--- src/rtl/tx_hp_addr_table_pkg.sv ---
// Shared TLP encodings, default register offsets and decode helpers for the TX huge-page table.
package tx_hp_addr_table_pkg;

  localparam logic [6:0] MEM_RD32 = 7'b00_00000;
  localparam logic [6:0] MEM_RD64 = 7'b01_00000;
  localparam logic [6:0] MEM_WR32 = 7'b10_00000;
  localparam logic [6:0] MEM_WR64 = 7'b11_00000;

  localparam int DEF_ADDR_BASE_DW   = 32;
  localparam int DEF_UNLOCK_BASE_DW = 40;
  localparam int DEF_CPL_ADDR_DW    = 44;

  typedef enum logic [2:0] {
    ST_IDLE,
    ST_A32,
    ST_A64,
    ST_DATA,
    ST_DRAIN
  } sniff_state_e;

  typedef enum logic [1:0] {
    TGT_NONE,
    TGT_ADDR,
    TGT_UNLOCK,
    TGT_CPL
  } tgt_kind_e;

  typedef struct packed {
    tgt_kind_e  kind;
    logic [1:0] page;
  } tgt_t;

  // Address registers hit only on their first DW; pages beyond num_pages are misses.
  function automatic tgt_t decode_dw(input logic [5:0] dw, input int num_pages,
                                     input int addr_base, input int unlock_base,
                                     input int cpl_dw);
    tgt_t t;
    int   d;
    t.kind = TGT_NONE;
    t.page = 2'd0;
    d      = int'(dw);
    for (int i = 0; i < 4; i++) begin
      if (i < num_pages) begin
        if (d == addr_base + 2 * i) begin
          t.kind = TGT_ADDR;
          t.page = 2'(i);
        end
        if (d == unlock_base + i) begin
          t.kind = TGT_UNLOCK;
          t.page = 2'(i);
        end
      end
    end
    if (d == cpl_dw) t.kind = TGT_CPL;
    return t;
  endfunction

  function automatic logic [31:0] swap_dw(input logic [31:0] d);
    return {d[7:0], d[15:8], d[23:16], d[31:24]};
  endfunction

endpackage

--- src/rtl/tx_hp_addr_table_trn_mwr_sniffer.sv ---
// Follows MWr TLPs on the TRN RX stream and emits a one-cycle register-write pulse on the final beat.
// Handshake: a beat transfers only when src_rdy_n and dst_rdy_n are both low; discontinue aborts the TLP.
module trn_mwr_sniffer
  import tx_hp_addr_table_pkg::*;
#(
  parameter int NUM_PAGES      = 2,
  parameter int BAR_IDX        = 2,
  parameter int ADDR_BASE_DW   = DEF_ADDR_BASE_DW,
  parameter int UNLOCK_BASE_DW = DEF_UNLOCK_BASE_DW,
  parameter int CPL_ADDR_DW    = DEF_CPL_ADDR_DW
) (
  input  logic         clk_i,
  input  logic         rst_n_i,
  input  logic [63:0]  trn_rd_i,
  input  logic         trn_rsof_n_i,
  input  logic         trn_reof_n_i,
  input  logic         trn_rsrc_rdy_n_i,
  input  logic         trn_rsrc_dsc_n_i,
  input  logic [6:0]   trn_rbar_hit_n_i,
  input  logic         trn_rdst_rdy_n_i,
  output logic         wr_valid_o,
  output logic [5:0]   wr_dw_addr_o,
  output logic [63:0]  wr_data_o,
  output sniff_state_e state_o
);

  sniff_state_e state_q, state_d;
  logic         is_4dw_q, is_4dw_d;
  logic [5:0]   addr_q, addr_d;
  logic [31:0]  dw0_q, dw0_d;

  logic         beat;
  sniff_state_e end_state;
  tgt_t         tgt32, tgt64;

  assign beat      = !trn_rsrc_rdy_n_i && !trn_rdst_rdy_n_i;
  assign end_state = trn_reof_n_i ? ST_DRAIN : ST_IDLE;
  assign tgt32     = decode_dw(trn_rd_i[39:34], NUM_PAGES, ADDR_BASE_DW, UNLOCK_BASE_DW, CPL_ADDR_DW);
  assign tgt64     = decode_dw(trn_rd_i[7:2], NUM_PAGES, ADDR_BASE_DW, UNLOCK_BASE_DW, CPL_ADDR_DW);
  assign state_o   = state_q;

  always_comb begin
    state_d      = state_q;
    is_4dw_d     = is_4dw_q;
    addr_d       = addr_q;
    dw0_d        = dw0_q;
    wr_valid_o   = 1'b0;
    wr_dw_addr_o = addr_q;
    wr_data_o    = {32'h0, dw0_q};
    if (beat) begin
      unique case (state_q)
        ST_IDLE: begin
          if (!trn_rsof_n_i) begin
            if (!trn_rbar_hit_n_i[BAR_IDX] && trn_rd_i[62:56] == MEM_WR32) begin
              state_d  = ST_A32;
              is_4dw_d = 1'b0;
            end else if (!trn_rbar_hit_n_i[BAR_IDX] && trn_rd_i[62:56] == MEM_WR64) begin
              state_d  = ST_A64;
              is_4dw_d = 1'b1;
            end else begin
              state_d = end_state;
            end
          end
        end
        ST_A32: begin
          addr_d = trn_rd_i[39:34];
          dw0_d  = swap_dw(trn_rd_i[31:0]);
          if (tgt32.kind == TGT_UNLOCK) begin
            wr_valid_o   = 1'b1;
            wr_dw_addr_o = trn_rd_i[39:34];
            wr_data_o    = {32'h0, swap_dw(trn_rd_i[31:0])};
            state_d      = end_state;
          end else if (tgt32.kind != TGT_NONE && trn_reof_n_i) begin
            state_d = ST_DATA;
          end else begin
            state_d = end_state;
          end
        end
        ST_A64: begin
          addr_d  = trn_rd_i[7:2];
          state_d = (tgt64.kind != TGT_NONE && trn_reof_n_i) ? ST_DATA : end_state;
        end
        ST_DATA: begin
          wr_valid_o = 1'b1;
          wr_data_o  = is_4dw_q ? {swap_dw(trn_rd_i[31:0]), swap_dw(trn_rd_i[63:32])}
                                : {swap_dw(trn_rd_i[63:32]), dw0_q};
          state_d    = end_state;
        end
        ST_DRAIN: if (!trn_reof_n_i) state_d = ST_IDLE;
        default:  state_d = ST_IDLE;
      endcase
    end
    // Discontinue wins over everything, including a commit on this very beat.
    if (!trn_rsrc_dsc_n_i) begin
      state_d    = ST_IDLE;
      wr_valid_o = 1'b0;
    end
  end

  always_ff @(posedge clk_i) begin
    if (!rst_n_i) begin
      state_q  <= ST_IDLE;
      is_4dw_q <= 1'b0;
      addr_q   <= 6'd0;
      dw0_q    <= 32'h0;
    end else begin
      state_q  <= state_d;
      is_4dw_q <= is_4dw_d;
      addr_q   <= addr_d;
      dw0_q    <= dw0_d;
    end
  end

endmodule

--- src/rtl/tx_hp_addr_table.sv ---
// Huge-page address/qword/ready table written by host MWr TLPs and released by the TX DMA engine.
module tx_hp_addr_table
  import tx_hp_addr_table_pkg::*;
#(
  parameter int NUM_PAGES      = 2,
  parameter int BAR_IDX        = 2,
  parameter int ADDR_BASE_DW   = DEF_ADDR_BASE_DW,
  parameter int UNLOCK_BASE_DW = DEF_UNLOCK_BASE_DW,
  parameter int CPL_ADDR_DW    = DEF_CPL_ADDR_DW
) (
  input  logic                    trn_clk,
  input  logic                    reset_n,
  input  logic [63:0]             trn_rd,
  input  logic [7:0]              trn_rrem_n,
  input  logic                    trn_rsof_n,
  input  logic                    trn_reof_n,
  input  logic                    trn_rsrc_rdy_n,
  input  logic                    trn_rsrc_dsc_n,
  input  logic [6:0]              trn_rbar_hit_n,
  input  logic                    trn_rdst_rdy_n,
  output logic [NUM_PAGES*64-1:0] hp_addr,
  output logic [NUM_PAGES*32-1:0] hp_qwords,
  output logic [NUM_PAGES-1:0]    hp_ready,
  input  logic [NUM_PAGES-1:0]    hp_free,
  output logic [63:0]             completed_buffer_address,
  output logic [15:0]             unlock_overrun_cnt
);

  logic         wr_valid;
  logic [5:0]   wr_dw_addr;
  logic [63:0]  wr_data;
  sniff_state_e sniff_state;
  tgt_t         tgt;
  logic         unused_sinks;

  logic [NUM_PAGES*64-1:0] hp_addr_q, hp_addr_d;
  logic [NUM_PAGES*32-1:0] hp_qwords_q, hp_qwords_d;
  logic [NUM_PAGES-1:0]    hp_ready_q, hp_ready_d;
  logic [63:0]             cpl_addr_q, cpl_addr_d;
  logic [15:0]             overrun_q, overrun_d;

  trn_mwr_sniffer #(
    .NUM_PAGES     (NUM_PAGES),
    .BAR_IDX       (BAR_IDX),
    .ADDR_BASE_DW  (ADDR_BASE_DW),
    .UNLOCK_BASE_DW(UNLOCK_BASE_DW),
    .CPL_ADDR_DW   (CPL_ADDR_DW)
  ) u_sniffer (
    .clk_i           (trn_clk),
    .rst_n_i         (reset_n),
    .trn_rd_i        (trn_rd),
    .trn_rsof_n_i    (trn_rsof_n),
    .trn_reof_n_i    (trn_reof_n),
    .trn_rsrc_rdy_n_i(trn_rsrc_rdy_n),
    .trn_rsrc_dsc_n_i(trn_rsrc_dsc_n),
    .trn_rbar_hit_n_i(trn_rbar_hit_n),
    .trn_rdst_rdy_n_i(trn_rdst_rdy_n),
    .wr_valid_o      (wr_valid),
    .wr_dw_addr_o    (wr_dw_addr),
    .wr_data_o       (wr_data),
    .state_o         (sniff_state)
  );

  assign unused_sinks = ^{trn_rrem_n, sniff_state};
  assign tgt = decode_dw(wr_dw_addr, NUM_PAGES, ADDR_BASE_DW, UNLOCK_BASE_DW, CPL_ADDR_DW);

  always_comb begin
    hp_addr_d   = hp_addr_q;
    hp_qwords_d = hp_qwords_q;
    hp_ready_d  = hp_ready_q;
    cpl_addr_d  = cpl_addr_q;
    overrun_d   = overrun_q;
    for (int i = 0; i < NUM_PAGES; i++) begin
      if (wr_valid && tgt.kind == TGT_UNLOCK && int'(tgt.page) == i) begin
        // Unlock beats a same-cycle free; re-unlocking a held page is an overrun.
        hp_qwords_d[32*i +: 32] = wr_data[31:0];
        hp_ready_d[i]           = 1'b1;
        if (hp_ready_q[i] && overrun_d != 16'hFFFF) overrun_d = overrun_d + 16'd1;
      end else if (hp_free[i]) begin
        hp_ready_d[i] = 1'b0;
      end
      if (wr_valid && tgt.kind == TGT_ADDR && int'(tgt.page) == i) hp_addr_d[64*i +: 64] = wr_data;
    end
    if (wr_valid && tgt.kind == TGT_CPL) cpl_addr_d = wr_data;
  end

  always_ff @(posedge trn_clk) begin
    if (!reset_n) begin
      hp_addr_q   <= '0;
      hp_qwords_q <= '0;
      hp_ready_q  <= '0;
      cpl_addr_q  <= 64'h0;
      overrun_q   <= 16'h0;
    end else begin
      hp_addr_q   <= hp_addr_d;
      hp_qwords_q <= hp_qwords_d;
      hp_ready_q  <= hp_ready_d;
      cpl_addr_q  <= cpl_addr_d;
      overrun_q   <= overrun_d;
    end
  end

  assign hp_addr                  = hp_addr_q;
  assign hp_qwords                = hp_qwords_q;
  assign hp_ready                 = hp_ready_q;
  assign completed_buffer_address = cpl_addr_q;
  assign unlock_overrun_cnt       = overrun_q;

endmodule

--- config.mk ---
export PLATFORM = sky130hd
export DESIGN_NAME = tx_hp_addr_table
export DESIGN_NICKNAME = d
export VERILOG_FILES = /design/src/rtl/tx_hp_addr_table_pkg.sv /design/src/rtl/tx_hp_addr_table_trn_mwr_sniffer.sv /design/src/rtl/tx_hp_addr_table.sv
export SDC_FILE = /design/constraint.sdc
export NUM_CORES = 1
export LEC_CHECK = 0
export ABC_AREA = 1
export BUFFER_PORTS_ARGS = -buffer_cell sky130_fd_sc_hd__clkbuf_2
export CORE_MARGIN = 2
export CORE_UTILIZATION = 53
export DETAILED_ROUTE_END_ITERATION = 7
export PLACE_DENSITY = 0.8
export SLEW_MARGIN = 20
export SYNTH_ARGS = -nofsm -noshare
export SYNTH_HDL_FRONTEND = slang
export SYNTH_SLANG_ARGS = --single-unit
--- constraint.sdc ---
create_clock -name trn_clk -period 2.71 [get_ports trn_clk]
set_input_delay 0.1355 -clock trn_clk [delete_from_list [all_inputs] [get_ports trn_clk]]
set_output_delay 0.1355 -clock trn_clk [all_outputs]
set_load 0.05 [all_outputs]
==> summary.md, run 1 <==
| Metric | Value |
|---|---|
| Worst slew margin | `0.4255` |
| Critical path class | `register to register` |
| NumNets Final | `2245` |
| R2R setup slack | `0.09 ns` |
| Overflow after GRT | `0` |
| Setup crit end kind | `register` |
| WL/cell | `18.93 um` |
| Ys flop type | `dfxtp_1` |
| CP Launch Point | `u_sniffer.state_o[1]$_SDFFE_PN0P_` |
| Worst reg2reg path endpoint | `unlock_overrun_cnt[13]$_SDFF_PN0_` |
| Crit path DAT | `3.09 ns` |
| Number of synthesis warnings | `0` |
| Clock Tree Root | `clkbuf_16` |
| Worst skew pair latency | `0.58 ns` |
| Count of cell types in the netlist | `45` |
| Worst Path Required | `3.18 ns` |
| Sequential power share | `0.489` |
| Num CTS Buffers | `31` |
| Peak VDD IR | `0.4307 mV` |
| Worst setup SP type | `register` |
| Area growth syn-to-layout | `31.41%` |
| Leakage Power | `7.852 nW` |
| Number of synthesized flops with an enable pin | `0` |
| IO Pins | `362` |
| Avg Inst Size Synth | `7.577 um^2` |
| Routability-driven placement congestion ratio | `0.9100` |
| CP max-delay cell | `dfxtp_2` |
| Switching power | `2.134 mW` |
| Row Count | `58` |
| Die W | `163.1 um` |
| First-pass DRT Iterations | `6` |
| Count of final hold-check violations | `0` |
| Max-slew violations | `0` |
| # setup viols final | `0` |
| Combinational share of power | `0.033` |
| Tot GR Track Use | `0.3395` |
| Critical-path cell list | `inv_2 -> nand3_4 -> nor2_8 -> nand2_4 -> o31ai_4 -> nand3_4 -> buf_8 -> clkbuf_4 -> buf_4 -> nand4_1 -> nand2_1 -> nand2_2 -> inv_1 -> nand2_1 -> nor2_2 -> nand2_1 -> nand3_2 -> nor2_4 -> nand3_1 -> nand2_1 -> nor2_1` |
| Number of global-route vias before repair | `13200` |
| Cells on worst reg2reg path | `21` |
| Largest net degree at the start of global routing | `182` |
| Slew @ Worst Pin | `0.8608 ns` |
| Avg Vias per Cell | `5.744` |
| First-pass GRT wire length | `71660 um` |
| Area of the mapped netlist | `13420 um^2` |
| Initial antenna violation count | `3` |
| DRC | `0` |
| Async SR Flop Fraction | `0` |
| Layout cells sized above 1 | `0.2643` |
| Power density over cell area | `538.2 nW/um^2` |
| Max cap viols | `0` |
| Hold wc startpoint | `trn_rd[49]` |
| Clk network pwr share | `0.478` |
| Overall Power | `9.491 mW` |
| Max Freq | `381.3 MHz` |
| Via count | `14430` |
| Number of synthesized register bits | `316` |
| Starting density of the core | `0.5360` |
| Clk_skew | `0.01127 ns` |
| CTS tree | `yes` |
| Top delay family on crit path | `simple AND/OR/NAND/NOR gates` |
| Switching portion of total power | `0.2249` |
| Part of the cycle the worst path needs | `0.9677` |
| WP buf/inv | `5` |
| DP HPWL | `31990 um` |
| Hold path depth | `5` |
| Syn Nets | `1860` |
| Initial DRC count | `1633` |
| DIE HEIGHT | `163.1 um` |
| Tmin final | `2.622 ns` |
| RSZ-0062 raised after global routing | `true` |
| Most used cell, CP | `nand2_1` |
| Hold Path Sink | `hp_addr[41]$_SDFFE_PN0P_` |
| Die area | `26610 um^2` |
| Tightest Hold Check Type | `input port to register` |
| H-tree Lvls | `1` |
| Clock sink count | `316` |
| Status | `completed` |
| Int Power | `7.356 mW` |
| Max Root-Sink Buffers | `3` |
| Core Area | `25040 um^2` |
| Sequential share of the synthesized area | `0.4714` |
| Drt total wl | `47540 um` |
| Fin area | `17630 um^2` |
| Clk slew on worst S/H paths | `0.06 ns` |
| RR Startpoint | `u_sniffer.state_o[1]$_SDFFE_PN0P_` |
| Critical Path Max Stage Delay | `0.34 ns` |
| DP Area | `15730 um^2` |
| Routed Antenna Nets | `0` |
| Syn Inst Count | `1771` |
| Port Buffer Count | `347` |
| Crit-path max FO | `6` |
-- kinds of logic (layout without fill, tap and decap cells) --
group                    Yosys count  after routing  share of synthesized area
AO/OA/AOI/OAI                    640            640                     0.2704
AND/OR/NAND/NOR                  572            573                     0.1838
flip-flops                       316            316                     0.4714
buffers and inverters            233            640                    0.06760
XOR/XNOR                           9              9                   0.005874
adder cells (fa/ha/maj)            1              1                  0.0009323
other                              0              3                          0
-- how the worst max path moves through the flow --
stage / endpoint / cells past startpoint
2_1_floorplan: unlock_overrun_cnt[7]$_SDFF_PN0_ / 20
3_3_place_gp: unlock_overrun_cnt[13]$_SDFF_PN0_ / 22
3_5_place_dp: unlock_overrun_cnt[13]$_SDFF_PN0_ / 22
4_1_cts: unlock_overrun_cnt[13]$_SDFF_PN0_ / 22
5_1_grt: unlock_overrun_cnt[13]$_SDFF_PN0_ / 20
6_report: unlock_overrun_cnt[13]$_SDFF_PN0_ / 21
-- routing by layer --
layer / routed length, um / part of all wire / GRT usage / up-vias
met5: 26 / 0.00055 / 0 / -
met2: 21800 / 0.46 / 0.5483 / 704
li1: - / - / - / 6834
met3: 4184 / 0.088 / 0.06425 / 139
met1: 19300 / 0.41 / 0.4439 / 6749
met4: 2227 / 0.047 / 0.1500 / 4
-- layout by cell type (no fill, tap or decap), types with 4 or more instances in the layout --
cell and n:
a211oi_1 66, a21oi_1 209, a31oi_1 10, a32oi_1 30, buf_12 11, buf_4 69
buf_6 6, clkbuf_16 31, clkbuf_2 345, clkbuf_8 11, clkinvlp_4 4, dfxtp_1 310
dfxtp_2 4, dlygate4sd3_1 46, inv_1 88, inv_2 14, nand2_1 279, nand2_2 20
nand3_1 16, nand3_2 4, nand3_4 4, nand4_1 26, nor2_1 185, nor2_2 9
nor2_4 14, nor3_1 5, o211ai_1 8, o21ai_0 277, o21bai_1 27, xor2_1 9
-- final cells by class --
| class | instances | area [um^2] |
|---|---|---|
| Tap cell | 330 | 412.9 |
| Inverter | 104 | 392.9 |
| Fill cell | 1958 | 7402 |
| Multi-Input combinational cell | 1223 | 6362 |
| Timing Repair Buffer | 480 | 3043 |
| Sequential cell | 316 | 6339 |
| Clock inverter | 12 | 142.6 |
| Clock buffer | 44 | 934.6 |
| Antenna cell | 3 | 7.507 |
-- registers in the layout, indices dropped and copies added (netlist names) --
register and count:
completed_buffer_address 64, hp_addr 128, hp_qwords 64, hp_ready 2, u_sniffer.addr_q 6, u_sniffer.dw0_q 32
u_sniffer.is_4dw_q 1, u_sniffer.state_o 3, unlock_overrun_cnt 16
-- cells in the mapped netlist (all sizes together) (2+ instances only) --
cell	count	share of area
dfxtp	316	0.47
nand2	301	0.087
o21ai	279	0.10
a21oi	213	0.080
nor2	210	0.065
clkbuf	107	0.030
inv	103	0.029
a211oi	66	0.037
a32oi	30	0.020
nand4	28	0.015
o21bai	27	0.015
nand3	23	0.012
buf	22	0.0086
a31oi	10	0.0047
xor2	9	0.0059
o211ai	8	0.0045
nor3	6	0.0026
a32o	2	0.0015
nor4	2	0.00093
-- worst register-to-register path, cell delays in order (launching register included) --
cell and delay, ns:
dfxtp_2 0.34, inv_2 0.08, nand3_4 0.10, nor2_8 0.15, nand2_4 0.10, o31ai_4 0.11
nand3_4 0.17, buf_8 0.17, clkbuf_4 0.16, buf_4 0.14, nand4_1 0.08, nand2_1 0.09
nand2_2 0.11, inv_1 0.05, nand2_1 0.06, nor2_2 0.05, nand2_1 0.09, nand3_2 0.13
nor2_4 0.14, nand3_1 0.08, nand2_1 0.06, nor2_1 0.04
-- power groups by stage --
stage / combinational [mW] / clock [mW] / sequential, mW
after detailed placement: 0.251 / 0 / 4.75
after global placement: 0.247 / 0 / 4.75
after CTS: 0.301 / 4.53 / 4.64
after global routing: 0.336 / 4.72 / 4.64
final: 0.313 / 4.54 / 4.64
after floorplan: 0.114 / 0 / 4.75
-- through the flow --
step / setup TNS, ns / hold WS [ns] / setup WS (ns) / utilization / cells
2_1_floorplan: 0 / 0.2838 / 0.02628 / - / 1771
4_1_cts: 0 / 0.0008051 / 0.03259 / 0.6896 / 2487
5_1_grt: -0.6617 / 0.01047 / -0.1023 / 0.7042 / 2511
6_report: 0 / 0.004453 / 0.08753 / 0.7043 / 2512
3_5_place_dp: 0 / 0.4121 / 0.04181 / 0.6281 / 2385
3_3_place_gp: 0 / 0.4041 / 0.09582 / 0.6281 / 2385
-- timing repair --
action                                  4_1_cts  5_1_grt
gates resized for setup                       0       53
buffers inserted                              0       22
endpoints found under the setup margin        0      143
endpoints found under the hold margin        87        0
hold buffers                                 46        0
Power figures use the tool's default switching activity.
==> run 2, diff against run 1 <==
--- a/config.mk
+++ b/config.mk
@@ -11,6 +11,7 @@
 export CORE_UTILIZATION = 53
 export DETAILED_ROUTE_END_ITERATION = 7
 export PLACE_DENSITY = 0.8
+export RECOVER_POWER = 100
 export SLEW_MARGIN = 20
 export SYNTH_ARGS = -nofsm -noshare
 export SYNTH_HDL_FRONTEND = slang
==> constraint.sdc (replaced) <==
create_clock -name trn_clk -period 2.71 [get_ports trn_clk]
set_input_delay 0.1355 -clock trn_clk [delete_from_list [all_inputs] [get_ports trn_clk]]
set_output_delay 0.1355 -clock trn_clk [all_outputs]
set_load 0.02 [all_outputs]
==> summary.md, run 2 (synthesis gave the netlist of run 1 again) <==
| Metric | Value |
|---|---|
| Row Count | `58 (unchanged)` |
| DIE HEIGHT | `163.1 um (unchanged)` |
| CTS tree | `yes` |
| Register area | `6335 um^2 (about the same)` |
| Port Buffer Count | `347 (unchanged)` |
| Clock sink count | `316 (unchanged)` |
| Worst slew margin | `0.3001 (-0.1254)` |
| Post-Place Setup Slack | `-0.01617 ns (-0.05798 ns)` |
| Peak VDD IR | `0.4814 mV (+12%)` |
| First-pass DRT Iterations | `6 (unchanged)` |
| Largest register FFs | `128 (unchanged)` |
| Max cap viols | `0 (unchanged)` |
| NumNets Final | `2245 (unchanged)` |
| Drt total wl | `49120 um (+3.3%)` |
| First-pass GRT wire length | `71380 um (-0.39%)` |
| Via count | `14610 (+1.2%)` |
| Largest net degree at the start of global routing | `169 (-7.1%)` |
| IO Pins | `362 (unchanged)` |
| Starting density of the core | `0.5360 (unchanged)` |
| H-tree Lvls | `2 (+1)` |
| Die W | `163.1 um (unchanged)` |
| Area of the multi-input gates | `6347 um^2 (-0.24%)` |
| Avg Vias per Cell | `5.813 (+1.2%)` |
| Critical-path cell list | `dlygate4sd3_1 -> clkbuf_2 -> inv_1 -> nand2_2 -> nor2_1 -> nand2_2 -> a21oi_2 -> inv_2 -> nor2_8 -> buf_4 -> nand3_4 -> nand2_1 -> nand2_1 -> nor2_4 -> nand2_2 -> nor2_4 -> nand4_1 -> nand2_2 -> o21ai_0 -> a21oi_1` |
| Area growth syn-to-layout | `28.90%` |
| Initial antenna violation count | `2 (-1)` |
| DRC | `0 (unchanged)` |
| Tot GR Track Use | `0.3388 (-0.0007002)` |
| WL/cell | `19.55 um (+3.3%)` |
| Die area | `26610 um^2 (unchanged)` |
| Fin area | `17300 um^2 (-1.9%)` |
| Slew @ Worst Pin | `1.039 ns (+0.1781 ns)` |
| Max Freq | `383.1 MHz (+0.46%)` |
| Tightest Hold Check Type | `input port to register` |
| RSZ-0062 raised after global routing | `true` |
| Status | `completed` |
| Top delay family on crit path | `simple AND/OR/NAND/NOR gates` |
| Core Area | `25040 um^2 (unchanged)` |
| Layout cells sized above 1 | `0.1366 (-0.1277)` |
| DP Area | `15730 um^2 (about the same)` |
| DP HPWL | `32440 um (+1.4%)` |
| Max-slew violations | `0 (unchanged)` |
| Critical path class | `input port to register` |
| Clk_skew | `0.01602 ns (+0.004754 ns)` |
| Overflow after GRT | `0 (unchanged)` |
| Most frequent cells in the layout | `dfxtp_1 (311), nand2_1 (281), clkbuf_1 (280)` |
| Clock Tree Root | `clkbuf_16` |
| WP buf/inv | `5 (unchanged)` |
| Most used cell, CP | `nand2_2` |
| Worst Path Required | `3.12 ns (-0.06 ns)` |
| Clk slew on worst S/H paths | `0.06 ns (about the same)` |
| Tmin final | `2.610 ns (-0.01200 ns)` |
| WHS | `0.03734 ns (+0.03289 ns)` |
| Count of final hold-check violations | `0 (unchanged)` |
| Crit-path max FO | `6 (unchanged)` |
| Critical Path Max Stage Delay | `0.53 ns (+0.19 ns)` |
| Power density over cell area | `567.6 nW/um^2 (+5.5%)` |
| Routability-driven placement congestion ratio | `0.9257 (+1.7%)` |
| Setup crit end kind | `register` |
| Max Root-Sink Buffers | `3 (unchanged)` |
| CP max-delay cell | `dlygate4sd3_1` |
| Crit path DAT | `3.02 ns (-0.07 ns)` |
| Worst skew pair latency | `0.52 ns (-0.06 ns)` |
| Routed Antenna Nets | `0 (unchanged)` |
| Leakage Power | `6.931 nW (-12%)` |
| Part of the cycle the worst path needs | `0.9633 (-0.004426)` |
| Num CTS Buffers | `34 (+9.7%)` |
| Initial DRC count | `1708 (+4.6%)` |
| Worst setup SP type | `input port` |
| Leading cell type in the layout, fill and taps excluded | `dfxtp_1` |
| Final WS setup | `0.09953 ns (+0.01200 ns)` |
| Number of global-route vias before repair | `13160 (-0.25%)` |
| Fillers | `2170 (+11%)` |
| # setup viols final | `0 (unchanged)` |
-- run 2: what timing repair did --
item / 4_1_cts / 5_1_grt
buffers inserted: 0 / 17
hold buffers: 41 / 0
gates resized for setup: 1 / 56
cloned: 0 / 4
endpoints found under the setup margin: 1 / 153
pin swaps: 0 / 22
endpoints found under the hold margin: 43 / 0
-- run 2: per-stage QoR --
| step | util | instances | setup TNS (ns) | total power [mW] |
|---|---|---|---|---|
| floorplan | - | 1771 | 0 | 4.862 |
| global placement | 0.6282 | 2389 | 0 | 4.991 |
| detailed placement | 0.6282 | 2389 | -0.01617 | 4.994 |
| CTS | 0.6919 | 2491 | 0 | 9.826 |
| global route | 0.6908 | 2512 | -0.3832 | 10.06 |
| finish | 0.6909 | 2513 | 0 | 9.817 |
-- run 2: final cells by class --
cell class	count	area share
Multi-Input combinational cell	1223	0.3669
Sequential cell	316	0.3662
Timing Repair Buffer	477	0.1518
Clock buffer	47	0.05671
Tap cell	330	0.02387
Inverter	104	0.02271
Clock inverter	14	0.01150
Antenna cell	2	0.0002893
-- run 2: worst register-to-register path: cells and delay by family (launching register included) --
family,cells,cell delay (ns)
AO/OA/AOI/OAI,3,0.43
buffers and inverters,2,0.24
flip-flops,1,0.35
AND/OR/NAND/NOR,13,1.48
-- run 2: routing by layer --
| metal | vias to the layer above | share of wire | GRT usage |
|---|---|---|---|
| met4 | 0 | 0.053 | 0.1597 |
| met5 | - | 0 | 0 |
| met2 | 817 | 0.45 | 0.5466 |
| met3 | 176 | 0.098 | 0.07745 |
| met1 | 6777 | 0.39 | 0.4305 |
| li1 | 6839 | - | - |
-- run 2: final timing paths --
check | startpoint | end | slack (ns) | cells after the start
setup / recovery | trn_rd[38] | unlock_overrun_cnt[0]$_SDFF_PN0_ | 0.1 | 20
hold / removal | trn_rsof_n | u_sniffer.state_o[1]$_SDFFE_PN0P_ | 0.04 | 5
hold reg to reg | completed_buffer_address[36]$_SDFFE_PN0P_ | completed_buffer_address[36]$_SDFFE_PN0P_ | 0.48 | 2
setup reg to reg | u_sniffer.state_o[2]$_SDFFE_PN0P_ | unlock_overrun_cnt[0]$_SDFF_PN0_ | 0.1 | 18
-- run 2: where the power goes --
group	leakage, nW	switching [mW]	internal [mW]
clock	0.580	1.93	2.93
sequential	2.55	0.000463	4.64
combinational	3.81	0.193	0.114
